$ cat config.mk
export PLATFORM = sky130hd
export DESIGN_NAME = sb_rx_wrapper_flat
export DESIGN_NICKNAME = d
export VERILOG_FILES = /design/src/rtl/sb_rx_wrapper_if.sv /design/src/rtl/sb_rx_wrapper.sv /design/src/flat_wrapper.sv
export SDC_FILE = /design/constraint.sdc
export NUM_CORES = 1
export LEC_CHECK = 0
export ABC_AREA = 1
export ABC_CLOCK_PERIOD_IN_PS = 2600
export CAP_MARGIN = 10
export CORE_MARGIN = 5
export CORE_UTILIZATION = 45
export DETAILED_ROUTE_END_ITERATION = 6
export HOLD_SLACK_MARGIN = 0.12
export PLACE_DENSITY = 0.74
export SLEW_MARGIN = 0
export SYNTH_ARGS = -nofsm -noshare
export SYNTH_HDL_FRONTEND = slang
export SYNTH_SLANG_ARGS = --single-unit
$ cat constraint.sdc
create_clock -name i_clk -period 2.6 [get_ports i_clk]
set_clock_uncertainty 0.1 [all_clocks]
set_input_delay 0.78 -clock i_clk [delete_from_list [all_inputs] [get_ports i_clk]]
set_output_delay 0.78 -clock i_clk [all_outputs]
set_load 0.02 [all_outputs]
$ cat src/rtl/sb_rx_wrapper_if.sv
// Sideband receive bus: deserializer/link-state inputs and decoded message outputs.
interface sb_rx_wrapper_if;
  localparam int unsigned WORD_W  = 64;
  localparam int unsigned STATE_W = 3;

  logic                i_de_ser_done;
  logic [WORD_W-1:0]   i_deser_data;
  logic [STATE_W-1:0]  i_state;

  logic                o_rx_sb_start_pattern;
  logic                o_rx_sb_pattern_samp_done;
  logic                o_rdi_msg;
  logic                o_msg_valid;
  logic                o_parity_error;
  logic                o_rx_rsp_delivered;
  logic                o_adapter_enable;
  logic                o_tx_point_sweep_test_en;
  logic [1:0]          o_tx_point_sweep_test;
  logic [3:0]          o_msg_no;
  logic [2:0]          o_msg_info;
  logic [15:0]         o_data;
  logic [1:0]          o_rdi_msg_code;
  logic [3:0]          o_rdi_msg_sub_code;
  logic [1:0]          o_rdi_msg_info;

  // Deserializer / link-training side: drives words, observes decoded results
  modport master (
    output i_de_ser_done, i_deser_data, i_state,
    input  o_rx_sb_start_pattern, o_rx_sb_pattern_samp_done, o_rdi_msg, o_msg_valid,
           o_parity_error, o_rx_rsp_delivered, o_adapter_enable, o_tx_point_sweep_test_en,
           o_tx_point_sweep_test, o_msg_no, o_msg_info, o_data, o_rdi_msg_code,
           o_rdi_msg_sub_code, o_rdi_msg_info
  );

  // Receive wrapper side
  modport slave (
    input  i_de_ser_done, i_deser_data, i_state,
    output o_rx_sb_start_pattern, o_rx_sb_pattern_samp_done, o_rdi_msg, o_msg_valid,
           o_parity_error, o_rx_rsp_delivered, o_adapter_enable, o_tx_point_sweep_test_en,
           o_tx_point_sweep_test, o_msg_no, o_msg_info, o_data, o_rdi_msg_code,
           o_rdi_msg_sub_code, o_rdi_msg_info
  );
endinterface

$ cat src/rtl/sb_rx_wrapper.sv
// UCIe sideband receive wrapper: SBINIT pattern detect, parity check and message decode.
module sb_rx_wrapper (
  input  logic            i_clk,
  input  logic            i_rst_n,   // active-high asynchronous reset
  sb_rx_wrapper_if.slave  bus
);

  localparam int unsigned WORD_W   = 64;
  localparam int unsigned STATE_W  = 3;
  localparam int unsigned PATCNT_W = 2;

  localparam logic [4:0]         OP_NODATA  = 5'b10010;
  localparam logic [4:0]         OP_DATA    = 5'b11011;
  localparam logic [WORD_W-1:0]  SB_PATTERN = 64'hAAAA_AAAA_AAAA_AAAA;
  localparam logic [STATE_W-1:0] ST_RESET   = 3'd0;
  localparam logic [STATE_W-1:0] ST_SBINIT  = 3'd1;
  localparam logic [7:0]         MC_RDI_REQ = 8'h01;
  localparam logic [7:0]         MC_RDI_RSP = 8'h02;
  localparam logic [7:0]         MC_SWEEP   = 8'hB5;

  typedef struct packed {
    logic [7:0]  msgcode;
    logic [3:0]  subcode;
    logic [15:0] info;
    logic        dp;
    logic        cp_ok;
  } hdr_t;

  typedef enum logic [0:0] {WAIT_HDR = 1'b0, WAIT_DATA = 1'b1} fsm_e;

  fsm_e                 state_q, state_d;
  hdr_t                 hdr_q, hdr_d;
  hdr_t                 word_hdr;
  hdr_t                 fld;
  logic [WORD_W-1:0]    word;
  logic                 link_reset, in_sbinit, is_pat, take;
  logic                 fire, perr, use_payload;
  logic                 is_rdi, is_rsp, is_sweep;
  logic [PATCNT_W-1:0]  pat_cnt_q;

  logic        start_q, samp_done_q, rdi_msg_q, msg_valid_q, parity_err_q;
  logic        rsp_q, adapter_en_q, sweep_en_q;
  logic [1:0]  sweep_q;
  logic [3:0]  msg_no_q;
  logic [2:0]  msg_info_q;
  logic [15:0] data_q;
  logic [1:0]  rdi_code_q;
  logic [3:0]  rdi_sub_q;
  logic [1:0]  rdi_info_q;

  // Word qualification and header field extraction
  always_comb begin
    word       = bus.i_deser_data;
    link_reset = (bus.i_state == ST_RESET);
    in_sbinit  = (bus.i_state == ST_SBINIT);
    is_pat     = in_sbinit && (word == SB_PATTERN);
    take       = bus.i_de_ser_done && !link_reset && !is_pat;
    word_hdr   = '{msgcode: word[21:14], subcode: word[35:32], info: word[55:40],
                   dp: word[63], cp_ok: (word[62] == (^word[61:0]))};
  end

  // FSM state register
  always_ff @(posedge i_clk or posedge i_rst_n) begin
    if (i_rst_n) begin
      state_q <= WAIT_HDR;
      hdr_q   <= '0;
    end else begin
      state_q <= state_d;
      hdr_q   <= hdr_d;
    end
  end

  // FSM next state: a with-data header waits for exactly one payload word
  always_comb begin
    state_d = state_q;
    if (link_reset) begin
      state_d = WAIT_HDR;
    end else if (take) begin
      case (state_q)
        WAIT_HDR:  if (word[4:0] == OP_DATA) state_d = WAIT_DATA;
        WAIT_DATA: state_d = WAIT_HDR;
        default:   state_d = WAIT_HDR;
      endcase
    end
  end

  // FSM outputs: message completion, parity verdict and field source selection
  always_comb begin
    hdr_d       = hdr_q;
    fld         = word_hdr;
    use_payload = 1'b0;
    fire        = 1'b0;
    perr        = 1'b0;
    if (take) begin
      case (state_q)
        WAIT_HDR: begin
          if (word[4:0] == OP_NODATA) begin
            fire = word_hdr.cp_ok;
            perr = !word_hdr.cp_ok;
          end else if (word[4:0] == OP_DATA) begin
            hdr_d = word_hdr;
          end
        end
        WAIT_DATA: begin
          fld         = hdr_q;
          use_payload = 1'b1;
          fire        = hdr_q.cp_ok && (hdr_q.dp == (^word));
          perr        = !fire;
        end
        default: ;
      endcase
    end
  end

  // Message classification on the selected header fields
  always_comb begin
    is_rdi   = (fld.msgcode == MC_RDI_REQ) || (fld.msgcode == MC_RDI_RSP);
    is_rsp   = (fld.msgcode[3:0] == 4'hA);
    is_sweep = (fld.msgcode == MC_SWEEP);
  end

  // SBINIT pattern counter: two consecutive pattern words complete sampling
  always_ff @(posedge i_clk or posedge i_rst_n) begin
    if (i_rst_n) begin
      pat_cnt_q   <= '0;
      start_q     <= 1'b0;
      samp_done_q <= 1'b0;
    end else begin
      start_q <= bus.i_de_ser_done && is_pat && (pat_cnt_q == '0);
      if (!in_sbinit) begin
        pat_cnt_q   <= '0;
        samp_done_q <= 1'b0;
      end else if (bus.i_de_ser_done) begin
        if (is_pat) begin
          if (pat_cnt_q == PATCNT_W'(1)) samp_done_q <= 1'b1;
          if (pat_cnt_q != PATCNT_W'(2)) pat_cnt_q <= pat_cnt_q + PATCNT_W'(1);
        end else begin
          pat_cnt_q <= '0;
        end
      end
    end
  end

  // Decoded fields held until the next good message; event pulses last one cycle
  always_ff @(posedge i_clk or posedge i_rst_n) begin
    if (i_rst_n) begin
      rdi_msg_q    <= 1'b0;
      msg_valid_q  <= 1'b0;
      parity_err_q <= 1'b0;
      rsp_q        <= 1'b0;
      adapter_en_q <= 1'b0;
      sweep_en_q   <= 1'b0;
      sweep_q      <= '0;
      msg_no_q     <= '0;
      msg_info_q   <= '0;
      data_q       <= '0;
      rdi_code_q   <= '0;
      rdi_sub_q    <= '0;
      rdi_info_q   <= '0;
    end else begin
      msg_valid_q  <= fire;
      parity_err_q <= perr;
      rdi_msg_q    <= fire && is_rdi;
      rsp_q        <= fire && is_rsp;
      sweep_en_q   <= fire && is_sweep;
      if (fire) begin
        msg_no_q   <= fld.subcode;
        msg_info_q <= fld.info[2:0];
        data_q     <= use_payload ? word[15:0] : fld.info;
        if (is_rdi) begin
          rdi_code_q <= fld.msgcode[1:0];
          rdi_sub_q  <= fld.subcode;
          rdi_info_q <= fld.info[1:0];
          if (fld.msgcode == MC_RDI_RSP) adapter_en_q <= (fld.subcode == 4'h1);
        end
        if (is_sweep) sweep_q <= fld.subcode[1:0];
      end
    end
  end

  assign bus.o_rx_sb_start_pattern     = start_q;
  assign bus.o_rx_sb_pattern_samp_done = samp_done_q;
  assign bus.o_rdi_msg                 = rdi_msg_q;
  assign bus.o_msg_valid               = msg_valid_q;
  assign bus.o_parity_error            = parity_err_q;
  assign bus.o_rx_rsp_delivered        = rsp_q;
  assign bus.o_adapter_enable          = adapter_en_q;
  assign bus.o_tx_point_sweep_test_en  = sweep_en_q;
  assign bus.o_tx_point_sweep_test     = sweep_q;
  assign bus.o_msg_no                  = msg_no_q;
  assign bus.o_msg_info                = msg_info_q;
  assign bus.o_data                    = data_q;
  assign bus.o_rdi_msg_code            = rdi_code_q;
  assign bus.o_rdi_msg_sub_code        = rdi_sub_q;
  assign bus.o_rdi_msg_info            = rdi_info_q;

endmodule

$ cat src/flat_wrapper.sv
// flat-port wrapper written by rule: the top's interface ports become plain ports
module sb_rx_wrapper_flat 
  (i_clk, i_rst_n, bus_i_de_ser_done, bus_i_deser_data, bus_i_state, bus_o_rx_sb_start_pattern, bus_o_rx_sb_pattern_samp_done, bus_o_rdi_msg, bus_o_msg_valid, bus_o_parity_error, bus_o_rx_rsp_delivered, bus_o_adapter_enable, bus_o_tx_point_sweep_test_en, bus_o_tx_point_sweep_test, bus_o_msg_no, bus_o_msg_info, bus_o_data, bus_o_rdi_msg_code, bus_o_rdi_msg_sub_code, bus_o_rdi_msg_info);
  sb_rx_wrapper_if bus_i ();
  input  logic i_clk;
  input  logic i_rst_n;
  input wire logic [$bits(bus_i.i_de_ser_done)-1:0] bus_i_de_ser_done;
  input wire logic [$bits(bus_i.i_deser_data)-1:0] bus_i_deser_data;
  input wire logic [$bits(bus_i.i_state)-1:0] bus_i_state;
  output wire logic [$bits(bus_i.o_rx_sb_start_pattern)-1:0] bus_o_rx_sb_start_pattern;
  output wire logic [$bits(bus_i.o_rx_sb_pattern_samp_done)-1:0] bus_o_rx_sb_pattern_samp_done;
  output wire logic [$bits(bus_i.o_rdi_msg)-1:0] bus_o_rdi_msg;
  output wire logic [$bits(bus_i.o_msg_valid)-1:0] bus_o_msg_valid;
  output wire logic [$bits(bus_i.o_parity_error)-1:0] bus_o_parity_error;
  output wire logic [$bits(bus_i.o_rx_rsp_delivered)-1:0] bus_o_rx_rsp_delivered;
  output wire logic [$bits(bus_i.o_adapter_enable)-1:0] bus_o_adapter_enable;
  output wire logic [$bits(bus_i.o_tx_point_sweep_test_en)-1:0] bus_o_tx_point_sweep_test_en;
  output wire logic [$bits(bus_i.o_tx_point_sweep_test)-1:0] bus_o_tx_point_sweep_test;
  output wire logic [$bits(bus_i.o_msg_no)-1:0] bus_o_msg_no;
  output wire logic [$bits(bus_i.o_msg_info)-1:0] bus_o_msg_info;
  output wire logic [$bits(bus_i.o_data)-1:0] bus_o_data;
  output wire logic [$bits(bus_i.o_rdi_msg_code)-1:0] bus_o_rdi_msg_code;
  output wire logic [$bits(bus_i.o_rdi_msg_sub_code)-1:0] bus_o_rdi_msg_sub_code;
  output wire logic [$bits(bus_i.o_rdi_msg_info)-1:0] bus_o_rdi_msg_info;
  assign bus_i.i_de_ser_done = bus_i_de_ser_done;
  assign bus_i.i_deser_data = bus_i_deser_data;
  assign bus_i.i_state = bus_i_state;
  assign bus_o_rx_sb_start_pattern = bus_i.o_rx_sb_start_pattern;
  assign bus_o_rx_sb_pattern_samp_done = bus_i.o_rx_sb_pattern_samp_done;
  assign bus_o_rdi_msg = bus_i.o_rdi_msg;
  assign bus_o_msg_valid = bus_i.o_msg_valid;
  assign bus_o_parity_error = bus_i.o_parity_error;
  assign bus_o_rx_rsp_delivered = bus_i.o_rx_rsp_delivered;
  assign bus_o_adapter_enable = bus_i.o_adapter_enable;
  assign bus_o_tx_point_sweep_test_en = bus_i.o_tx_point_sweep_test_en;
  assign bus_o_tx_point_sweep_test = bus_i.o_tx_point_sweep_test;
  assign bus_o_msg_no = bus_i.o_msg_no;
  assign bus_o_msg_info = bus_i.o_msg_info;
  assign bus_o_data = bus_i.o_data;
  assign bus_o_rdi_msg_code = bus_i.o_rdi_msg_code;
  assign bus_o_rdi_msg_sub_code = bus_i.o_rdi_msg_sub_code;
  assign bus_o_rdi_msg_info = bus_i.o_rdi_msg_info;
  sb_rx_wrapper u_core (.i_clk(i_clk), .i_rst_n(i_rst_n), .bus(bus_i));
endmodule
# [After elaboration in Yosys (flattened, before gate mapping)]
# Cells that the tools add are included.
[word_totals] regBits=74 inputBits=70 out_inout_bits=41 elab_cells=90
[op_classes] addsub=1 n_eq_ne=17 n_mux=23 bitwise_logic=2 reduce_logical=25
[ops] cell="== test 64 bit (second input constant)" count=1
[ops] cell="XOR reduction 64 bit" count=1
[ops] cell="XOR reduction 62 bit" count=1
[ops] cell="2-to-1 mux 30 bit" count=2
[ops] cell="2-to-1 mux 16 bit" count=1
[ops] cell="2-to-1 mux 1 bit" count=13
[ops] cell="== test 5 bit (second input constant)" count=2
[ops] cell="logical AND 1 bit" count=9
[ops] cell="== test 8 x 1 -> 1 bit (second input constant)" count=1
[ops] cell="== test 8 x 2 -> 1 bit (second input constant)" count=1
[ops] cell="== test 8 bit (second input constant)" count=1
[ops] cell="2-to-1 mux 2 bit" count=4
[ops] cell="!= test 2 bit (second input constant)" count=4
[ops] cell="case mux 1 bit (2 select lines)" count=3
[ops] cell="AND reduction 2 bit" count=3
[ops] cell="AND reduction 3 bit" count=2
[ops] cell="== test 4 x 1 -> 1 bit (second input constant)" count=1
[ops] cell="== test 4 bit (second input constant)" count=1
[ops] cell="zero test 1 bit" count=4
[ops] cell="AND reduction 4 bit" count=1
[ops] cell="== test 3 x 1 -> 1 bit (second input constant)" count=1
[ops] cell="zero test 3 bit" count=1
[ops] cell="!= test 3 bit (second input constant)" count=1
[ops] cell="adder 2 x 1 -> 2 bit (second input constant)" count=1
[ops] cell="6 further kinds" count=8

# [Longest topological paths before layout]
[depth] ltp_word=8 mapped_depth=21 depth_no_buf=21

# [Least setup slack after synthesis]
# OpenSTA, ideal clock, no wires.
[synth_path] path_kind="input -> register" startpoint="input port bus_i_deser_data[34]" endpoint="register u_core.msg_no_q[1] (netlist: u_core.bus.o_msg_no[1])" arrival_time_ps=2431 required_time_ps=2374 slack_ps=-57 cell_stages=19 path_buffers=1 path_cell_list="inv_1 > ha_1 > nand2_1 > inv_1 > nor2_1 > nand2_1 > nand2_1 > nand2_1 > nand2_2 > nand2_1 > nand2_1 > nand2_1 > nand3_1 > nand3_2 > nand2_2 > nand2_4 > buf_4 > nand2_1 > o21ai_1"
[synth_via] elab_chain_cells=5 elab_cells_between_ends=13 classes_between="3 x eq/ne; 4 x mux; 6 x reduce/logical"
[synth_lines] item="start, declared" line_no="flat_wrapper.sv:8" source="input wire logic [$bits(bus_i.i_deser_data)-1:0] bus_i_deser_data;"
[synth_lines] item="XOR reduction 62 bit, or another cell as far along" line_no="sb_rx_wrapper.sv:59" source="dp: word[63], cp_ok: (word[62] == (^word[61:0]))};"
[synth_lines] item="== test 1 bit, or another cell as far along" line_no="sb_rx_wrapper.sv:59"
[synth_lines] item="2-to-1 mux 1 bit, or another cell as far along" line_no="sb_rx_wrapper.sv:97" source="if (word[4:0] == OP_NODATA) begin"
[synth_lines] item="case mux 1 bit (2 select lines) / logical AND 1 bit (equally long branches)" line_no="sb_rx_wrapper.sv:95, sb_rx_wrapper.sv:57"
[synth_lines] item="2-to-1 mux 1 bit / 2-to-1 mux 30 bit (equally long branches)" line_no="sb_rx_wrapper.sv:94" source="if (take) begin"
[synth_lines] item="end signal, assigned" line_no="sb_rx_wrapper.sv:167" source="msg_no_q <= fld.subcode;"
[synth_lines] item="end, declared" line_no="sb_rx_wrapper.sv:44" source="logic [3:0] msg_no_q;"
# Parallel ways exist; a longest one is shown, timed or not.
# A chain may end at the register's enable or synchronous reset.

# [Final worst setup path]
[layout_path] startpoint="input port bus_i_deser_data[63]" endpoint="register u_core.rdi_sub_q[2] (netlist: u_core.bus.o_rdi_msg_sub_code[2])"
[layout_via] elab_chain_cells=8 elab_cells_between_ends=14 classes_between="4 x eq/ne; 3 x mux; 7 x reduce/logical"
[layout_lines] item="== test 64 bit" line_no="sb_rx_wrapper.sv:56" source="is_pat = in_sbinit && (word == SB_PATTERN);"
[layout_lines] item="logical AND 1 bit" line_no="sb_rx_wrapper.sv:56"
[layout_lines] item="zero test 1 bit" line_no="sb_rx_wrapper.sv:57" source="take = bus.i_de_ser_done && !link_reset && !is_pat;"
[layout_lines] item="logical AND 1 bit" line_no="sb_rx_wrapper.sv:57"
[layout_lines] item="2-to-1 mux 30 bit" line_no="sb_rx_wrapper.sv:94"
[layout_lines] item="== test 8 x 1 -> 1 bit / == test 8 x 2 -> 1 bit (equally long branches)" line_no="sb_rx_wrapper.sv:117" source="is_rdi = (fld.msgcode == MC_RDI_REQ) || (fld.msgcode == MC_RDI_RSP);"
[layout_lines] item="logical OR 1 bit" line_no="sb_rx_wrapper.sv:117"
[layout_lines] item="AND reduction 2 bit (no source line)"
[layout_lines] item="end signal, assigned" line_no="sb_rx_wrapper.sv:172" source="rdi_sub_q <= fld.subcode;"
[layout_lines] item="end, declared" line_no="sb_rx_wrapper.sv:48" source="logic [3:0] rdi_sub_q;"
# Parallel ways exist; a longest one is shown, timed or not.

==> impl_metrics.ini <==
[run_status]
status = finished, violations left
violations = setup timing

[place]
dp_cells = 944
portBuffers = 110
place.gp.congestion = 0.888
hpwlAfterDp_um = 9830

[clock_network]
cts.path.max_buffers = 2
htreeDepth = 3
cts-buffers-inserted = 9
root_buffer = clkbuf_8
cts_tree = yes
cts.sinks = 61
clk_pin_slew_worst_paths_ps = 70
clock_latency_ps = 360
cts_hold_buf = 0

[critical_path]
timing.rr.start = u_core.state_q
critPathSlowestCell = clkdlybuf4s15_1
endpoint = u_core.bus.o_rdi_msg_sub_code[2]
r2r_slack_ps = 190
cp-start-kind = input pin
r2r_cells = 10
path_buf_inv = 3
cp-startpoint = bus_i_deser_data[63]
critPathMostFrequentCell = nand2_1
path_max_fanout = 7
worst-path-stages = 18
max_stage_delay_ps = 210
crit_required_ps = 2750
r2r-end = u_core.bus.o_rdi_msg_sub_code[2]
critPathTopFamily = simple AND/OR/NAND/NOR gates
worstSetupPathType = in -> reg
cp.arrival_ps = 2910
worstPathCellList = clkdlybuf4s15_1, ha_2, nand2_1, nor2_2, nand2_1, nor2_2, nand3b_4, nand2_4, buf_6, nand2_2, nand2_2, inv_2, nor2_4, nand3_4, nor2_8, nand3_4, nand2_1, nand2_1
end_kind = flip-flop

[detailed_routing]
drc_errors = 0
via_count = 5642
dr.pass1.iters = 5
ant_nets = 0
vias_per_cell = 5.65
totalWireLength_um = 20200
first_iter_violations = 492
wire_per_inst_um = 20.2

[layout]
finalNonFillerCells = 999
drive_gt1_share_pct = 53.5
layout_commonest_cell = nand2_1
syn_to_final_growth_pct = 76.1
final_util_pct = 81.3
final_net_count = 968
n_antenna_cell = 0
final_cell_mix = 135 x nand2_1, 95 x buf_4, 90 x nand2_2, 61 x dfrtp_1, 45 x inv_1

[floorplanning]
start_util_pct = 46.2
core_mm2 = 0.00982
die_w_um = 110
ioPinCount = 111
die_h_um = 110
fp-row-count = 36
die-area_mm2 = 0.0122

[timing]
worst_slack_ps = -160
finalHoldViolations = 0
tightest_slew_ps = 451
rsz0062_at_grt = yes
slew_viol_final = 0
slew_headroom_pct = 69.9
max_freq_mhz = 362
fin_crit_ps = 2760
setup_viol = 36
fin_crit_sh_pct = 106

[synth]
synthAdderAreaFrac_pct = 10.2
ys_seq_elements = 61
yosys.area_share.xor_xnor_pct = 1.74
synth_edf_count = 0
synth.distinct_cells = 38
synth_top_family_by_area = simple AND/OR/NAND/NOR gates
synth_compound_area_share_pct = 7.51
synth_simple_gate_area_share_pct = 33.2
syn-instance-count = 640
yosysSeqAreaShare_pct = 33.7
mappedNetlistNets = 747
synth_area_mm2 = 0.00453
synthFlopType = dfrtp_1
synthMuxAreaShare_pct = 2.29
yosysWarnings = 0
syn_avg_cell_area_um2 = 7.08
async_flop_share_pct = 100

[global_route]
grt_max_degree = 62
grt_usage_pct = 27.2
grt_pass1_wl_um = 25600
antenna_found_initial = 0
grt_overflow_total = 0
grt_pass1_vias = 5408

[job]
maxCapViolCount = 0

[power_and_ir_drop]
pwr_density_cell_mw_per_mm2 = 565
p_leak_nw = 3.91
ir_drop_mv = 0.422
p_total_w = 0.00451

[min_path]
hold_path_class = reg -> reg
-- layer usage --
| layer | up-vias | track usage [%] | routed length, um |
|---|---|---|---|
| li1 | 2437 | - | - |
| met1 | 2643 | 29.4 | 6860 |
| met2 | 412 | 49.4 | 9850 |
| met3 | 150 | 4.54 | 1920 |
| met4 | 0 | 16.4 | 1600 |
| met5 | - | 0 | 0 |
-- layout make-up --
type / instances / area [um2]
Sequential cell: 61 / 1530
Inverter: 99 / 404
Fill cell: 546 / 1840
Timing Repair Buffer: 226 / 1980
Clock inverter: 3 / 20.0
Tap cell: 133 / 166
Clock buffer: 13 / 159
Multi-Input combinational cell: 464 / 3730
-- power breakdown --
group | leakage [nW] | switching (W) | internal (W) | total (W)
clock | 0.0857 | 0.000421 | 0.000397 | 0.000819
combinational | 3.03 | 0.00128 | 0.00103 | 0.00231
sequential | 0.788 | 0.000193 | 0.00119 | 0.00138
-- worst min path at each step --
stage	startpoint	endpoint	slack (ps)	depth (start not counted)
detailed placement	u_core.bus.o_data[0]	u_core.bus.o_data[0]	360	2
finish	u_core.bus.o_msg_info[1]	u_core.bus.o_msg_info[1]	380	2
CTS	u_core.bus.o_data[0]	u_core.bus.o_data[0]	380	2
floorplan	u_core.hdr_q[22]	u_core.hdr_q[22]	360	1
global placement	u_core.bus.o_data[1]	u_core.bus.o_data[1]	360	2
global route	u_core.bus.o_rdi_msg_sub_code[1]	u_core.bus.o_rdi_msg_sub_code[1]	410	2
-- stage by stage --
step	worst slack, ps	area [um2]	hold WS, ps	TNS, ps
after global placement	-717	6290	363	-38140
after detailed placement	-841	6290	364	-43180
final	-160	7980	382	-3800
after CTS	-0.334	7410	382	-0.334
after global routing	-285	7980	414	-8320
after floorplan	4.86	4550	364	0
-- cells by family after synthesis --
group	after synthesis
multiplexers	10
XOR/XNOR	9
flip-flops	61
adder cells (fa/ha/maj)	37
AO/OA/AOI/OAI	61
buffers and inverters	116
AND/OR/NAND/NOR	346
-- Yosys cell counts, types with 2 or more instances --
master	number	share of area, %
nand2_1	242	20
inv_1	97	8.0
dfrtp_1	61	34
nor2_1	40	3.3
ha_1	37	10
o21ai_0	28	3.1
nand3_1	27	3.0
o21ai_1	18	2.0
nand4_1	11	1.5
mux2i_1	7	1.5
nand2_2	7	0.97
o21a_1	6	0.99
xnor2_1	6	1.2
buf_6	5	1.2
clkbuf_1	5	0.41
nand2_4	4	0.99
nor2_4	4	0.99
buf_2	3	0.33
mux2_2	3	0.74
nor2_2	3	0.41
xor2_1	3	0.58
a21oi_1	2	0.22
a21oi_2	2	0.39
clkbuf_8	2	0.61
inv_2	2	0.17
nand3_2	2	0.44
o31ai_1	2	0.33
-- sequential cells by signal (all words and copies together), names as in the netlist, 2 cells and up --
| register | flops |
|---|---|
| u_core.bus.o_rdi_msg_code | 2 |
| u_core.bus.o_rdi_msg_sub_code | 4 |
| u_core.bus.o_tx_point_sweep_test | 2 |
| u_core.bus.o_msg_info | 3 |
| u_core.bus.o_rdi_msg_info | 2 |
| u_core.hdr_q | 17 |
| u_core.pat_cnt_q | 2 |
| u_core.bus.o_data | 16 |
| u_core.bus.o_msg_no | 4 |
-- worst reg2reg max path, delay by kind of cell, from the launching register on --
| kind | cells | cell delay (ps) |
|---|---|---|
| AOI/OAI and AO/OA | 2 | 600 |
| buffers and inverters | 2 | 420 |
| DFF | 1 | 490 |
| and+or+nand+nor | 6 | 710 |
-- repair_timing --
item,4_1_cts,5_1_grt
endpoints found under the hold margin,0,0
endpoints found under the setup margin,56,41
buffers inserted,26,13
gates cloned,4,0
resized for setup,354,216
pin swaps,107,132
Note: power is estimated with default switching activity, not from simulation.
